**src/rtl/serial_frame_rx_if.sv**
```systemverilog
// serial_frame_rx_if: bundle between the serial bit source and the frame receiver.
// The master side drives the serial bit S and observes the received word and
// status flags. The slave side is the receiver itself.
interface serial_frame_rx_if #(
  parameter int WIDTH = 8
);

  logic             S;
  logic [WIDTH-1:0] WORD;
  logic             VALID;
  logic             LOCK;
  logic             PERR;

  modport master (output S, input WORD, input VALID, input LOCK, input PERR);
  modport slave  (input S, output WORD, output VALID, output LOCK, output PERR);

endinterface

```
**src/rtl/serial_frame_rx.sv**
```systemverilog
// serial_frame_rx: takes the serial bit stream from the last stage of the
// 2-bit shift register. It hunts for a SYNC_PAT sync pattern, then assembles
// WIDTH-bit words MSB-first and strobes VALID for one cycle per word. It
// re-checks the sync pattern after every word and drops LOCK when that check fails.
// Optional feature macro: PARITY_EN adds one even-parity bit per frame and
// drives PERR. When PARITY_EN is undefined there is no parity bit and PERR is 0.
module serial_frame_rx #(
  parameter int                  WIDTH    = 8,
  parameter int                  SYNC_LEN = 4,
  parameter logic [SYNC_LEN-1:0] SYNC_PAT = 4'b1011
) (
  input logic              C,
  input logic              R,
  serial_frame_rx_if.slave bus
);

  // The counters only ever reach the larger of WIDTH and SYNC_LEN, so they cannot wrap.
  localparam int MAXCNT = (WIDTH > SYNC_LEN) ? WIDTH : SYNC_LEN;
  localparam int CW     = $clog2(MAXCNT + 1);

  localparam logic [CW-1:0] LAST_DATA = CW'(WIDTH - 1);
  localparam logic [CW-1:0] LAST_CHK  = CW'(SYNC_LEN - 1);
  localparam logic [CW-1:0] FILL_FULL = CW'(SYNC_LEN);

`ifdef PARITY_EN
  typedef enum logic [1:0] {HUNT = 2'd0, DATA = 2'd1, PAR = 2'd2, CHK = 2'd3} state_t;
`else
  typedef enum logic [1:0] {HUNT = 2'd0, DATA = 2'd1, CHK = 2'd3} state_t;
`endif

  state_t              state_q, state_d;
  logic [SYNC_LEN-1:0] window_q, window_d;
  logic [CW-1:0]       fill_q, fill_d;
  logic [CW-1:0]       cnt_q, cnt_d;
  logic [WIDTH-1:0]    shiftReg_q, shiftReg_d;
  logic [WIDTH-1:0]    word_q, word_d;
  logic                valid_q, valid_d;
  logic                lock_q, lock_d;
  logic                syncHit;
`ifdef PARITY_EN
  logic                perr_q, perr_d;
`endif

  // Next-state logic. The sync window and the fill counter advance in every
  // state, so a sync pattern that follows a failed check can lock on the very next edge.
  always_comb begin
    state_d    = state_q;
    window_d   = {window_q[SYNC_LEN-2:0], bus.S};
    fill_d     = (fill_q == FILL_FULL) ? fill_q : fill_q + 1'b1;
    cnt_d      = cnt_q;
    shiftReg_d = shiftReg_q;
    word_d     = word_q;
    valid_d    = 1'b0;
    lock_d     = lock_q;
`ifdef PARITY_EN
    perr_d     = perr_q;
`endif
    syncHit    = (window_d == SYNC_PAT);

    case (state_q)
      HUNT: begin
        if ((fill_d == FILL_FULL) && syncHit) begin
          lock_d  = 1'b1;
          cnt_d   = '0;
          state_d = DATA;
        end
      end
      DATA: begin
        shiftReg_d = {shiftReg_q[WIDTH-2:0], bus.S};
        cnt_d      = cnt_q + 1'b1;
        if (cnt_q == LAST_DATA) begin
          cnt_d   = '0;
`ifdef PARITY_EN
          state_d = PAR;
`else
          word_d  = shiftReg_d;
          valid_d = 1'b1;
          state_d = CHK;
`endif
        end
      end
`ifdef PARITY_EN
      PAR: begin
        word_d  = shiftReg_q;
        valid_d = 1'b1;
        perr_d  = (^shiftReg_q) != bus.S;
        cnt_d   = '0;
        state_d = CHK;
      end
`endif
      CHK: begin
        cnt_d = cnt_q + 1'b1;
        if (cnt_q == LAST_CHK) begin
          cnt_d = '0;
          if (syncHit) begin
            state_d = DATA;
          end else begin
            lock_d  = 1'b0;
            state_d = HUNT;
          end
        end
      end
      default: begin
        state_d = HUNT;
      end
    endcase
  end

  // State and registered outputs. Reset clears everything immediately, which
  // also discards any partially assembled word.
  always_ff @(posedge C or posedge R) begin
    if (R) begin
      state_q    <= HUNT;
      window_q   <= '0;
      fill_q     <= '0;
      cnt_q      <= '0;
      shiftReg_q <= '0;
      word_q     <= '0;
      valid_q    <= 1'b0;
      lock_q     <= 1'b0;
`ifdef PARITY_EN
      perr_q     <= 1'b0;
`endif
    end else begin
      state_q    <= state_d;
      window_q   <= window_d;
      fill_q     <= fill_d;
      cnt_q      <= cnt_d;
      shiftReg_q <= shiftReg_d;
      word_q     <= word_d;
      valid_q    <= valid_d;
      lock_q     <= lock_d;
`ifdef PARITY_EN
      perr_q     <= perr_d;
`endif
    end
  end

  assign bus.WORD  = word_q;
  assign bus.VALID = valid_q;
  assign bus.LOCK  = lock_q;
`ifdef PARITY_EN
  assign bus.PERR  = perr_q;
`else
  assign bus.PERR  = 1'b0;
`endif

endmodule
```
**src/flat_wrapper.sv**
```systemverilog
// flat-port wrapper written by rule: the top's interface ports become plain ports
module serial_frame_rx_flat 
#(
  parameter int                  WIDTH    = 8,
  parameter int                  SYNC_LEN = 4,
  parameter logic [SYNC_LEN-1:0] SYNC_PAT = 4'b1011
)
  (C, R, bus_S, bus_WORD, bus_VALID, bus_LOCK, bus_PERR);
  serial_frame_rx_if #(.WIDTH(WIDTH)) bus_i ();
  input logic C;
  input logic R;
  input wire logic [$bits(bus_i.S)-1:0] bus_S;
  output wire logic [$bits(bus_i.WORD)-1:0] bus_WORD;
  output wire logic [$bits(bus_i.VALID)-1:0] bus_VALID;
  output wire logic [$bits(bus_i.LOCK)-1:0] bus_LOCK;
  output wire logic [$bits(bus_i.PERR)-1:0] bus_PERR;
  assign bus_i.S = bus_S;
  assign bus_WORD = bus_i.WORD;
  assign bus_VALID = bus_i.VALID;
  assign bus_LOCK = bus_i.LOCK;
  assign bus_PERR = bus_i.PERR;
  serial_frame_rx #(.WIDTH(WIDTH), .SYNC_LEN(SYNC_LEN), .SYNC_PAT(SYNC_PAT)) u_core (.C(C), .R(R), .bus(bus_i));
endmodule
```
**config.mk**
```make
export PLATFORM = sky130hd
export DESIGN_NAME = serial_frame_rx_flat
export DESIGN_NICKNAME = d
export VERILOG_FILES = /design/src/rtl/serial_frame_rx_if.sv /design/src/rtl/serial_frame_rx.sv /design/src/flat_wrapper.sv
export SDC_FILE = /design/constraint.sdc
export NUM_CORES = 1
export LEC_CHECK = 0
export CORE_MARGIN = 10
export CORE_UTILIZATION = 35
export CTS_CLUSTER_DIAMETER = 120
export DETAILED_ROUTE_END_ITERATION = 10
export HOLD_SLACK_MARGIN = 0.12
export PLACE_DENSITY_LB_ADDON = 0.1
export RECOVER_POWER = 50
export SLEW_MARGIN = 20
export SYNTH_ARGS = -nofsm -noshare
export SYNTH_HDL_FRONTEND = slang
export SYNTH_SLANG_ARGS = --single-unit
export TNS_END_PERCENT = 10
```
**constraint.sdc**
```tcl
create_clock -name C -period 3.05 [get_ports C]
set_clock_uncertainty 0.05 [all_clocks]
set_input_delay 0.915 -clock C [delete_from_list [all_inputs] [get_ports C]]
set_output_delay 0.915 -clock C [all_outputs]
set_load 0.05 [all_outputs]
```
==> results of run 1 <==
[through the flow]
stage / total power (µW) / utilization [%] / std cells / cell area, µm² / hold slack [ns]
after floorplan: 1180 / - / 93 / 1290 / 0.295
after global placement: 1380 / 40.7 / 152 / 1470 / 0.309
after detailed placement: 1390 / 40.7 / 152 / 1470 / 0.313
after CTS: 1720 / 43.2 / 160 / 1560 / 0.325
after global routing: 1810 / 42.5 / 160 / 1530 / 0.346
final: 1680 / 42.5 / 160 / 1530 / 0.324
[cell usage in the layout, fill, tap and decap left out, types with 2 or more instances in the layout]
cell type,count
dfrtp_1,30
mux2_2,10
clkdlybuf4s50_1,10
mux2_1,6
clkbuf_8,6
nand2b_1,5
nor2_1,5
inv_1,4
nand3b_1,3
a21oi_1,3
a31o_1,3
ha_1,3
xnor2_1,2
nand2_1,2
o21ai_0,2
nand3_1,2
clkbuf_1,2
dlygate4sd3_1,2
[routing by layer]
layer	global-route usage [%]	share of wire, %	routed length, µm	vias up
met1	9.05	46	966	372
met3	4.53	8.3	174	5
met4	3.63	2.0	42	0
met5	0	0	0	-
met2	11.5	44	918	22
li1	-	-	-	358
[cell families (layout without fill, tap and decap cells)]
family | after synthesis | after routing | synth area share [%]
compound gates | 13 | 13 | 7.95
xor+xnor | 2 | 2 | 1.36
fa+ha+maj | 3 | 3 | 2.91
buf+inv | 6 | 25 | 2.13
flops | 30 | 30 | 58.1
mux | 16 | 16 | 14.2
other cells | 1 | 1 | 0.290
simple gates | 22 | 22 | 13.0
[sequential cells by signal (all words and copies together) (netlist names)]
register	cells
u_core.bus.WORD	8
u_core.shiftReg_q	7
u_core.cnt_q	4
u_core.fill_q	4
u_core.window_q	3
u_core.state_q	2
u_core.bus.LOCK	1
u_core.bus.VALID	1
[layout make-up]
class                      count  area, µm²
clock buffer                   7       86.3
clock inverter                 1       5.00
fill                         334       2070
inverter                       4       15.0
multi-input combinational     57        490
sequential                    30        751
tap                           48       60.1
timing repair buffer          13        124
[worst paths after layout]
path                                       to  slack [ns]  cells after the start
max                                  bus_LOCK        0.64                      1
min                        u_core.window_q[2]        0.32                      0
max reg2reg                u_core.bus.WORD[5]        0.98                      3
min reg2reg                u_core.window_q[2]        0.32                      0
max in group asynchronous  u_core.bus.WORD[6]        0.73                      3
min in group asynchronous  u_core.window_q[1]        1.05                      2
[power by group through the flow]
| stage | Combinational, µW | Sequential (µW) | Clock (µW) |
|---|---|---|---|
| after floorplan | 315 | 866 | 0 |
| after global placement | 715 | 667 | 0 |
| after detailed placement | 719 | 667 | 0 |
| after CTS | 724 | 663 | 334 |
| after global routing | 762 | 691 | 355 |
| final | 702 | 661 | 321 |
==> results.ini, run 1 <==
[yosys]
syn_area_mm2 = 0.00129
ys_warn_count = 0
synthesis.nets = 99
syn_area_per_cell_um2 = 13.9
synth-edff-count = 0
synth_area_leaders = dfrtp_1, mux2_2, mux2_1
synth_seq_cells = 30
synth_largest_area_cell = dfrtp_1
yosys_most_used_dff = dfrtp_1
yosysUniqueCellTypes = 30
synth_most_common_cell = dfrtp_1
postSynthCellCount = 93
async_reset_ff_share_pct = 100
synth_commonest_cells = dfrtp_1, mux2_2, mux2_1, nand2b_1
yosysSeqAreaShare_pct = 58.1
synth_top_area_share_pct = 58.1

[power]
comb_power_share_pct = 41.7
pwr-share-clk_pct = 19.1
vdd_drop_max_v = 0.000551
internal_power_uw = 1030
power_density_mw_per_mm2 = 1100
p_seq_share_pct = 39.3
p_sw_share_pct = 38.7
p_leak_uw = 0.000643
p_sw_uw = 651

[worst_setup_path]
critPathKind = reg2out
slowest_delay_ns = 0.81
critPathBufInv = 1
cp_max_fo = 2
worstSetupStartpoint = u_core.bus.LOCK
required_ns = 2.08
path_cells = clkdlybuf4s50_1
crit_path_start_kind = flip-flop
slowest_stage = clkdlybuf4s50_1
end_kind = output port
rr_startpoint = u_core.state_q[1]
worstPathArrival_ns = 1.44
critPathTopFamily = buffers and inverters

[clock_tree]
cts_buffer_depth = 2
cts_tree = yes
ctsHoldBuffers = 0
cts_buffers = 5
ctsResizeCount = 0
path_clk_slew_ns = 0.06
numClockSinks = 30
clk_latency_ns = 0.27
postCtsSetupRepairBufs = 0
htreeDepth = 2
ctsRootBufferMaster = clkbuf_8

[route]
postRouteAntennaNets = 0
viasPerCell = 4.73
first_pass_iters = 4
drcViolationCount = 0
drtIter0Drc = 42
wl_um = 2100
avgRoutedWirePerCell_um = 13.1
vias = 757

[floorplan]
dieArea_mm2 = 0.00652
io_pins = 14
dieHeight_um = 80.7
fp.dieW_um = 80.7
initial_core_util_pct = 35.8
coreArea_mm2 = 0.00361
num_rows = 22

[sta]
max_slew_margin_pct = 40.4
timing.final.ws_setup_ns = 0.643
max_freq_ghz = 0.415
min_period_ns = 2.41
rsz0062_at_grt = false
slew_viol_final = 0
period_share_pct = 78.9
tns_ns = 0
hold_violations = 0
tightest_slew_ns = 0.893
setup_viol = 0

[place]
pre_cts_ws_ns = 0.582
routabilityCongestion = 0.806
hpwl_um = 1500
io_buffers = 12

[min_path]
hold_start = u_core.window_q[1]
hold_path_class = reg2reg

[final_layout]
drive_gt1_share_pct = 19.6
num_antenna_cells = 0
layout-area-overhead-vs-synth_pct = 18.6
nNetsFinal = 117

[outcome]
status = completed

[global_routing]
overflow = 0
grt_pass1_wl_um = 3890
first_global_vias = 824
track_usage_pct = 7.83
antenna_found_initial = 0
grt_max_degree = 18

[flow_run]
drv_cap = 0

Note: power is estimated with default switching activity, not from simulation.
==> run 2: changes to the inputs <==
Clock period 3.05 ns to 1.9 ns, I/O delays scaled along.
==> run 2 against run 1 <==
Effect of this change:
- wire length is 2.9% higher
- global-route usage is 0.25 points higher
- sequential cell count stayed put
- final cell count is 1.3% higher
- hold slack better by 0.0030 ns
- cell area is 1.1% higher
- critical path type is now in2reg
==> results.ini, run 2 (synthesis results as in run 1) <==
[power]
p_sw_share_pct = 38.9  ; +0.28 points
internal_power_uw = 1660  ; +61%
comb_power_share_pct = 42.6  ; +0.9 points
vdd_drop_max_v = 0.000784  ; +42%
p_leak_uw = 0.000670  ; +4.2%
p_sw_uw = 1060  ; +62%
p_seq_share_pct = 39.5  ; +0.2 points
power_density_mw_per_mm2 = 1750  ; +60%
pwr-share-clk_pct = 17.9  ; -1.2 points

[clock_tree]
htreeDepth = 2  ; unchanged
clk_latency_ns = 0.27  ; about the same
path_clk_slew_ns = 0.06  ; about the same
ctsHoldBuffers = 0  ; unchanged
cts_buffers = 5  ; unchanged
numClockSinks = 30  ; unchanged
postCtsSetupRepairBufs = 0  ; unchanged
ctsResizeCount = 0  ; unchanged
ctsRootBufferMaster = clkbuf_8
cts_tree = yes
cts_buffer_depth = 2  ; unchanged

[route]
postRouteAntennaNets = 0  ; unchanged
avgRoutedWirePerCell_um = 13.3  ; +1.6%
vias = 775  ; +2.4%
wl_um = 2160  ; +2.9%
drcViolationCount = 0  ; unchanged
first_pass_iters = 4  ; unchanged
viasPerCell = 4.78  ; +1.1%
drtIter0Drc = 11  ; -74%

[final_layout]
largest_reg_flops = 8  ; unchanged
final_common_cell = dfrtp_1
num_antenna_cells = 0  ; unchanged
layout_common_cells = dfrtp_1, buf_4, mux2_2, clkbuf_8
nFillCells = 336  ; +0.60%
post-route-util_pct = 42.9  ; +0.45 points
layout-area-overhead-vs-synth_pct = 19.9
fin_cells = 162  ; +1.3%
drive_gt1_share_pct = 31.6  ; +12 points
nNetsFinal = 121  ; +3.4%

[outcome]
status = completed

[worst_setup_path]
slowest_delay_ns = 0.49  ; -0.32 ns
path_cells = clkdlybuf4s50_1 > nand4b_1 > nor3_4 > nand4bb_4 > a32o_2
end_kind = flip-flop
critPathTopFamily = simple AND/OR/NAND/NOR gates
cp_max_fo = 5  ; +3
critPathKind = in2reg
worstPathArrival_ns = 1.85  ; +0.41 ns
critPathBufInv = 1  ; unchanged
required_ns = 2.01  ; -0.07 ns
slowest_stage = clkdlybuf4s50_1
crit_path_start_kind = primary input

[sta]
max_slew_margin_pct = 40.5  ; about the same
worst_hold_slack_ns = 0.327  ; +0.00298 ns
setup_viol = 0  ; unchanged
period_share_pct = 91.6
max_freq_ghz = 0.574
rsz0062_at_grt = false
hold_violations = 0  ; unchanged
min_period_ns = 1.74
tightest_slew_ns = 0.893  ; -0.000134 ns
slew_viol_final = 0  ; unchanged

[place]
routabilityCongestion = 0.704  ; -13%
placed_cells = 156  ; +2.6%
hpwl_um = 1660  ; +10%
io_buffers = 12  ; unchanged

[floorplan]
dieArea_mm2 = 0.00652  ; unchanged
num_rows = 22  ; unchanged
fp.dieW_um = 80.7  ; unchanged
coreArea_mm2 = 0.00361  ; unchanged
initial_core_util_pct = 35.8  ; unchanged
io_pins = 14  ; unchanged
dieHeight_um = 80.7  ; unchanged

[min_path]
hold_path_class = reg2reg

[global_routing]
first_global_vias = 836  ; +1.5%
grt_max_degree = 18  ; unchanged
overflow = 0  ; unchanged
grt_pass1_wl_um = 3950  ; +1.4%
antenna_found_initial = 0  ; unchanged
track_usage_pct = 8.07  ; +0.25 points

[flow_run]
drv_cap = 0  ; unchanged

run 2: changes by cell type in the layout (fill, tap and decap cells not counted):
cell / previous run / this run
dlygate4sd3_1: 2 / 1
mux2_1: 6 / 5
nor2_1: 5 / 4
clkdlybuf4s50_1: 10 / 1
nor2_4: 0 / 1
mux2_4: 0 / 1
buf_12: 0 / 1
clkinv_2: 1 / 0
buf_4: 0 / 12
run 2: area by class of cell:
cell class                      count  area [µm²]  area share, %
Tap cell                           48        60.1           3.88
Multi-Input combinational cell     57         502           32.4
Clock buffer                        6        82.6           5.34
Inverter                            4        15.0          0.970
Sequential cell                    30         751           48.5
Timing Repair Buffer               17         138           8.89
run 2: per-layer routing:
layer  track usage, %  part of all wire [%]  vias to the layer above
met4             5.19                   2.6                        0
met5                0                     0                        -
met1             9.18                    43                      391
met3             3.75                   5.8                        4
li1                 -                     -                      366
met2             12.0                    49                       14
run 2: power by group through the flow:
stage          clock network, µW  logic, µW  registers (µW)
2_1_floorplan                  0        505            1390
5_1_grt                      534       1250            1110
4_1_cts                      506       1180            1080
3_3_place_gp                   0       1160            1080
6_report                     487       1160            1070
3_5_place_dp                   0       1170            1090
run 2: path summary, 6_finish.rpt:
kind | cells past startpoint | to | slack, ns | from
min in group asynchronous | 3 | u_core.bus.WORD[3] | 0.86 | R
max reg2reg | 6 | u_core.cnt_q[1] | 0.18 | u_core.fill_q[0]
min reg2reg | 0 | u_core.window_q[2] | 0.33 | u_core.window_q[1]
min | 0 | u_core.window_q[2] | 0.33 | u_core.window_q[1]
max | 5 | u_core.cnt_q[1] | 0.16 | bus_S
max in group asynchronous | 3 | u_core.cnt_q[0] | 0.30 | R
run 2: stage by stage:
stage	TNS, ns	cell area [µm²]	power (µW)	worst slack (ns)
finish	0	1550	2710	0.159
global route	0	1550	2890	0.0706
CTS	0	1570	2760	0.157
detailed placement	-0.546	1480	2260	-0.137
global placement	-0.410	1480	2240	-0.115
floorplan	0	1290	1900	0.257
==> run 3: changes to the inputs <==
Settings changed: HOLD_SLACK_MARGIN 0.12 to not set.
==> results of run 3 <==
The final DEF is identical to that of run 2; final timing and power are the same.
